--- config.mk ---
export PLATFORM = sky130hd
export DESIGN_NAME = apb_timer
export DESIGN_NICKNAME = d
export VERILOG_FILES = /design/src/rtl/apb_timer.sv
export SDC_FILE = /design/constraint.sdc
export NUM_CORES = 1
export LEC_CHECK = 0
export ABC_CLOCK_PERIOD_IN_PS = 5680
export BUFFER_PORTS_ARGS = -buffer_cell sky130_fd_sc_hd__buf_4
export CORE_UTILIZATION = 40
export DETAILED_ROUTE_END_ITERATION = 10
export GPL_ROUTABILITY_DRIVEN = 1
export SYNTH_ARGS = -nofsm -noshare
export SYNTH_HDL_FRONTEND = slang
export SYNTH_SLANG_ARGS = --single-unit
--- constraint.sdc ---
create_clock -name HCLK -period 5.68 [get_ports HCLK]
set_clock_uncertainty 0.2 [all_clocks]
set_input_delay 0 -clock HCLK [delete_from_list [all_inputs] [get_ports HCLK]]
set_output_delay 0 -clock HCLK [all_outputs]
set_load 0.02 [all_outputs]
--- src/rtl/apb_timer.sv ---
// apb_timer: APB slave with a 32-bit down-counting timer, one-shot or
// periodic mode, a sticky underflow flag and a level interrupt.
// Optional feature macro: APB_TIMER_PRESCALER_EN enables the 8-bit
// PRESCALE register and its PCNT counter; without it the timer ticks
// every enabled cycle and offset 0x10 reads as zero.
module apb_timer #(
   parameter int ADDR_WIDTH = 32,
   parameter int DATA_WIDTH = 32
) (
   input  logic                  HCLK,
   input  logic                  HRESETn,
   input  logic                  PSEL,
   input  logic                  PENABLE,
   input  logic [ADDR_WIDTH-1:0] PADDR,
   input  logic                  PWRITE,
   input  logic [DATA_WIDTH-1:0] PWDATA,
   output logic [DATA_WIDTH-1:0] PRDATA,
   output logic                  IRQ
);

   localparam logic [2:0] OFF_CTRL     = 3'd0;
   localparam logic [2:0] OFF_LOAD     = 3'd1;
   localparam logic [2:0] OFF_VALUE    = 3'd2;
   localparam logic [2:0] OFF_STATUS   = 3'd3;
   localparam logic [2:0] OFF_PRESCALE = 3'd4;

   logic [2:0]            reg_idx;
   logic                  wr_access;
   logic                  rd_setup;
   logic                  wr_ctrl;
   logic                  wr_load;
   logic                  wr_status;
   logic                  ctrl_en;
   logic                  ctrl_per;
   logic                  ctrl_ie;
   logic                  irq_flag;
   logic                  tick;
   logic                  underflow;
   logic [DATA_WIDTH-1:0] load_q;
   logic [DATA_WIDTH-1:0] value_q;
   logic [DATA_WIDTH-1:0] rd_data;
   logic [DATA_WIDTH-1:0] prdata_q;
   logic                  unused_addr;

   assign reg_idx     = PADDR[4:2];
   assign unused_addr = ^{PADDR[ADDR_WIDTH-1:5], PADDR[1:0]};
   assign wr_access   = PSEL && PENABLE && PWRITE;
   assign rd_setup    = PSEL && !PENABLE && !PWRITE;
   assign wr_ctrl     = wr_access && (reg_idx == OFF_CTRL);
   assign wr_load     = wr_access && (reg_idx == OFF_LOAD);
   assign wr_status   = wr_access && (reg_idx == OFF_STATUS);

`ifdef APB_TIMER_PRESCALER_EN
   logic [7:0] prescale_q;
   logic [7:0] pcnt_q;
   logic       wr_prescale;

   assign wr_prescale = wr_access && (reg_idx == OFF_PRESCALE);
   assign tick        = ctrl_en && (pcnt_q == prescale_q);

   // PRESCALE register: low byte of the written word
   always_ff @(posedge HCLK or negedge HRESETn) begin
      if (!HRESETn)         prescale_q <= '0;
      else if (wr_prescale) prescale_q <= PWDATA[7:0];
   end

   // Prescale counter: restarts on LOAD write, on EN 0->1, and on each tick
   always_ff @(posedge HCLK or negedge HRESETn) begin
      if (!HRESETn)                                  pcnt_q <= '0;
      else if (wr_load)                              pcnt_q <= '0;
      else if (wr_ctrl && !ctrl_en && PWDATA[0])     pcnt_q <= '0;
      else if (tick)                                 pcnt_q <= '0;
      else if (ctrl_en)                              pcnt_q <= pcnt_q + 8'd1;
   end
`else
   assign tick = ctrl_en;
`endif

   // A LOAD write in the same cycle as a tick suppresses the underflow
   assign underflow = tick && (value_q == '0) && !wr_load;

   // CTRL register; a one-shot underflow drops EN unless software writes CTRL
   always_ff @(posedge HCLK or negedge HRESETn) begin
      if (!HRESETn) begin
         ctrl_en  <= 1'b0;
         ctrl_per <= 1'b0;
         ctrl_ie  <= 1'b0;
      end else if (wr_ctrl) begin
         ctrl_en  <= PWDATA[0];
         ctrl_per <= PWDATA[1];
         ctrl_ie  <= PWDATA[2];
      end else if (underflow && !ctrl_per) begin
         ctrl_en  <= 1'b0;
      end
   end

   // LOAD register
   always_ff @(posedge HCLK or negedge HRESETn) begin
      if (!HRESETn)     load_q <= '0;
      else if (wr_load) load_q <= PWDATA;
   end

   // Counter: LOAD write has priority over ticking; underflow reloads or holds 0
   always_ff @(posedge HCLK or negedge HRESETn) begin
      if (!HRESETn) begin
         value_q <= '0;
      end else if (wr_load) begin
         value_q <= PWDATA;
      end else if (tick) begin
         if (value_q != '0) value_q <= value_q - DATA_WIDTH'(1);
         else if (ctrl_per) value_q <= load_q;
      end
   end

   // Sticky interrupt flag: set beats write-1-to-clear
   always_ff @(posedge HCLK or negedge HRESETn) begin
      if (!HRESETn)                     irq_flag <= 1'b0;
      else if (underflow)               irq_flag <= 1'b1;
      else if (wr_status && PWDATA[0])  irq_flag <= 1'b0;
   end

   // Read mux over the decoded offset; unmapped offsets read zero
   always_comb begin
      rd_data = '0;
      case (reg_idx)
         OFF_CTRL:     rd_data[2:0] = {ctrl_ie, ctrl_per, ctrl_en};
         OFF_LOAD:     rd_data = load_q;
         OFF_VALUE:    rd_data = value_q;
         OFF_STATUS:   rd_data[0] = irq_flag;
`ifdef APB_TIMER_PRESCALER_EN
         OFF_PRESCALE: rd_data[7:0] = prescale_q;
`endif
         default:      rd_data = '0;
      endcase
   end

   // Read data captured at the end of the setup phase, zeroed while deselected
   always_ff @(posedge HCLK or negedge HRESETn) begin
      if (!HRESETn)      prdata_q <= '0;
      else if (rd_setup) prdata_q <= rd_data;
      else if (!PSEL)    prdata_q <= '0;
   end

   assign PRDATA = prdata_q;
   assign IRQ    = irq_flag && ctrl_ie;

endmodule

### After elaboration in Yosys (flattened, before gate mapping)

Index checks and enable logic that the tools add are counted.

| word-level totals | value |
|---|---|
| flip-flop bits (word level) | 100 |
| output and inout bits | 33 |
| word-level logic and storage cells | 49 |

| cells by class | value |
|---|---|
| $add $sub $neg | 1 |
| equal/unequal tests | 4 |
| mux-type cells | 13 |
| reductions and logical operators | 24 |

Operator list:

| kind | count |
|---|---|
| 32-bit two-way mux | 6 |
| 29-bit case mux with 2 select lines | 1 |
| 32-bit zero test | 1 |
| 32-bit nonzero test | 1 |
| 32-bit by 1-bit subtractor with 32-bit output, second input constant | 1 |
| 1-bit logical AND | 12 |
| 3-bit by 2-bit equality test with 1-bit output, second input constant | 2 |
| 2-bit case mux with 3 select lines | 1 |
| 2-bit nonzero test | 3 |
| 1-bit zero test | 4 |
| 1-bit two-way mux | 4 |
| 1-bit case mux with 4 select lines | 1 |
| 3-bit by 1-bit equality test with 1-bit output, second input constant | 1 |
| 3-bit zero test | 1 |
| 3-bit nonzero test | 1 |
| 2-bit by 1-bit inequality test with 1-bit output, second input constant | 1 |
| 2-bit AND reduction | 1 |

### Logic depth before layout (Yosys ltp)

| depth | value |
|---|---|
| depth in word-level cells | 8 |
| gate-level depth with buffers | 9 |

### Worst setup path before layout

No wires, ideal clock.

| timing | value |
|---|---|
| path type | reg-to-reg |
| start point | register value_q[27] |
| end point | register value_q[23] |
| setup time | 121 ps |
| arrival | 2098 ps |
| setup slack | 3261 ps |
| cell stages (with the launch flop) | 8 |
| path buffers | 1 |
| clock period less this slack | 2419 ps |
| cell sequence | dfrtp_1 or4_4 nor4_4 nand3b_2 o22a_2 buf_6 o21a_1 o22a_1 |

| between the ends | value |
|---|---|
| word-level cells in the longest chain between the ends | 4 |
| elaborated cells between the ends (all ways) | 6 |

Ends and longest elaborated chain:

| element | line | source |
|---|---|---|
| start: declaration | 40 | `logic [DATA_WIDTH-1:0] value_q;` |
| start signal: assignment | 110 | `if (value_q != '0) value_q <= value_q - DATA_WIDTH'(1);` |
| start signal: assignment | 111 | `else if (ctrl_per) value_q <= load_q;` |
| 32-bit nonzero test (*) | 110 |  |
| 32-bit two-way mux | 110 |  |
| 32-bit two-way mux | 109 | `end else if (tick) begin` |
| 32-bit two-way mux | 107 | `end else if (wr_load) begin` |

Every way passes the cells marked *; elsewhere a longest branch is shown, timed or not. The select of a mux whose other input is x is not followed.
A chain may end at the register's enable or synchronous reset.

### Worst setup path after layout

| timing | value |
|---|---|
| start point | input port PSEL |
| end point | register value_q[19] |

| between the ends | value |
|---|---|
| word-level cells in the longest chain between the ends | 5 |
| elaborated cells between the ends (all ways) | 7 |

Ends and longest elaborated chain:

| element | line | source |
|---|---|---|
| start: declaration | 12 | `input logic PSEL,` |
| 1-bit logical AND (*) (2 in a row) | 47 | `assign wr_access = PSEL && PENABLE && PWRITE;` |
| 1-bit logical AND (*) | 50 | `assign wr_load = wr_access && (reg_idx == OFF_LOAD);` |
| 3-bit nonzero test (no source line) / 2-bit nonzero test (equally long branches) | n/a |  |
| 2-bit AND reduction (no source line) | n/a |  |

Every way passes the cells marked *; elsewhere a longest branch is shown, timed or not.

==> metrics.yaml <==
status:
  status: "finished clean"
logic_synthesis:
  synth_seq_cells: 100
  ys_seq_area_share_pct: 46.8
  syn_nets: 673
  ys_warn_count: 0
  synth_cells: 602
  post_synth_num_cell_types: 62
  synthFlopType: "dfrtp_1"
  syn_area_um2: 5340
  synth-edff-count: 0
  synthArstFlopShare_pct: 100
  avgSynthCellArea_um2: 8.87
clocking:
  cts_tree: "yes"
  clockBufferDepth: 2
  numCtsBuffers: 9
  cts_setup_buffers: 0
  insertion_delay_ps: 350
  cts_sinks: 100
  root_buffer: "clkbuf_16"
  postCtsResizedCells: 0
  path_clk_slew_ps: 60
  htreeDepth: 3
drt:
  wl_met1_um: 6910
  first_pass_iters: 5
  num_vias: 4915
  ant_nets: 0
  wl_per_cell_um: 17.3
  drtIter0Drc: 520
  via_per_inst: 5.74
  dr.max_layer_used: "met4"
  drc: 0
  drt_wl_total_um: 14800
  wl_met2_um: 6990
  wl_met3_um: 686
floorplanning:
  initial_core_util_pct: 41.7
  core_um2: 12800
  dieArea_um2: 13800
  dieWidth_um: 118
  num_io_pins: 102
  num_rows: 41
  die_h_um: 118
place:
  place_ws_ps: 2450
  gp_congestion: 0.831
  hpwl_um: 9190
  io_buffer_count: 72
  dpl.cell_count: 803
timing:
  rsz0062_at_grt: "no"
  setup_tns_ps: 0
  max_slew.worst_pin.slew_ps: 966
  fmax_ghz: 0.307
  fin_crit_ps: 3260
  slew_viol_final: 0
  post-route-period-util_pct: 57.4
  hold_viol: 0
  slew_headroom_pct: 35.6
  setup_viol: 0
  fin_ws_ps: 2420
layout:
  final_layout_size_suffix_gt1_share_pct: 16.6
  n_antenna_cell: 0
  final_common_cell: "nand2_1"
  layout_common_cells: "nand2_1 (125), dfrtp_1 (100), buf_4 (78)"
  fillers: 1224
  nets: 752
  fin_cells: 857
  utilization_pct: 51.6
  area_growth_syn_to_layout_pct: 23.9
grt:
  grt_pass1_wl_um: 25000
  antenna_found_initial: 0
  grt_max_degree: 59
  first_global_vias: 4816
  overflow: 0
  grtUsageTotal_pct: 22.5
power_and_ir_drop:
  powerDensity_nw_per_um2: 314
  peakVddDrop_mv: 0.129
  leakage_nw: 2.99
hold_path:
  hold_class: "input port to asynchronous set/reset pin"
flow_run:
  drv_cap: 0
worst_setup_path:
  cp.required_ps: 5740
  path_class: "input port to register"
  crit_fanout: 58
  cp_data_arrival_time_ps: 3320
  cp-end-kind: "register"
  critPathLaunchType: "input port"
[area by class of cell]
| class | count | area, µm² | area share (%) |
|---|---|---|---|
| Clock buffer | 13 | 250 | 3.78 |
| Multi-Input combinational cell | 447 | 2620 | 39.6 |
| Sequential cell | 100 | 2500 | 37.8 |
| Tap cell | 172 | 215 | 3.25 |
| Clock inverter | 2 | 35.0 | 0.529 |
| Inverter | 6 | 22.5 | 0.340 |
| Timing Repair Buffer | 117 | 976 | 14.7 |
[flip-flops by register name, summed over array words and instances (netlist names)]
name	flops
ctrl_en	1
ctrl_ie	1
irq_flag	1
PRDATA	32
ctrl_per	1
load_q	32
value_q	32
[worst max-delay path: stages]
cell,delay (ps)
dlygate4sd3_1,520
buf_4,350
nand4b_1,320
or2_2,380
buf_4,310
nand3b_2,180
o22a_2,790
o21ai_0,220
a32oi_1,210
[synth_stat cells, drive strengths merged (2+ instances only)]
cell type | instances | area, µm²
and4 | 2 | 17.5
a2bb2oi | 3 | 26.3
nor3b | 4 | 30.0
mux2i | 2 | 20.0
inv | 6 | 22.5
nand3 | 9 | 45.0
buf | 14 | 85.1
xnor2 | 6 | 52.6
ha | 2 | 25.0
o31a | 2 | 17.5
o21ai | 21 | 105
nor4 | 9 | 101
o32a | 2 | 20.0
nand2 | 125 | 469
nor4b | 2 | 32.5
or4 | 6 | 56.3
o22a | 3 | 27.5
o221ai | 4 | 35.0
nor3 | 9 | 45.0
a21oi | 49 | 245
a21o | 4 | 30.0
and2 | 4 | 25.0
a32o | 3 | 30.0
a221oi | 29 | 254
nand4 | 3 | 33.8
o31ai | 2 | 15.0
nand4b | 2 | 17.5
nor2 | 61 | 231
mux2 | 2 | 22.5
or3 | 5 | 31.3
a31oi | 28 | 175
or2 | 3 | 18.8
o211ai | 16 | 120
a32oi | 2 | 17.5
clkbuf | 35 | 131
o21a | 2 | 15.0
dfrtp | 100 | 2500
xor2 | 5 | 43.8
nor2b | 3 | 18.8
nand2b | 2 | 12.5
[where the power goes]
group	switching [mW]	leakage, nW	internal, mW	total [mW]
Combinational	0.260	1.58	0.224	0.484
Sequential	0.157	1.28	0.827	0.984
Clock	0.258	0.140	0.351	0.609
[cells by family (layout without fill, tap and decap cells)]
group / count (synthesis) / after routing / synth area share (%)
xor+xnor: 11 / 11 / 1.80
compound gates: 176 / 176 / 22.2
flops: 100 / 100 / 46.8
fa+ha+maj: 2 / 2 / 0.468
simple gates: 253 / 253 / 23.0
buf+inv: 55 / 138 / 4.47
mux: 5 / 5 / 1.22
[worst paths after layout]
check	start	to	slack, ps	cells past startpoint
max	PSEL	value_q[19]$_DFFE_PN0P_	2420	9
min reg2reg	load_q[31]$_DFFE_PN0P_	load_q[31]$_DFFE_PN0P_	300	1
max reg2reg	value_q[27]$_DFFE_PN0P_	value_q[22]$_DFFE_PN0P_	2440	6
min in group HCLK	PWRITE	irq_flag$_DFFE_PN0P_	40	4
max in group asynchronous	HRESETn	value_q[18]$_DFFE_PN0P_	4130	3
min	HRESETn	PRDATA[2]$_DFFE_PN0P_	5	2
[timing repair]
action,in CTS,in global routing
hold buffers,39,0
endpoints found under the hold margin,146,0
endpoints found under the setup margin,0,0
[layer usage]
metal  vias up  track usage, %
li1       2338               -
met1      2403            31.1
met2       160            36.4
met3        14            2.57
met4         0            8.17
met5         -               0
[stage by stage]
stage	area (µm²)	total power [mW]	hold WS [ps]
floorplan	5340	1.30	-496
global placement	5940	1.44	-154
detailed placement	5940	1.46	-137
CTS	6620	2.09	22.0
global route	6620	2.20	51.9
finish	6620	2.08	5.12
Power figures use the tool's default switching activity.
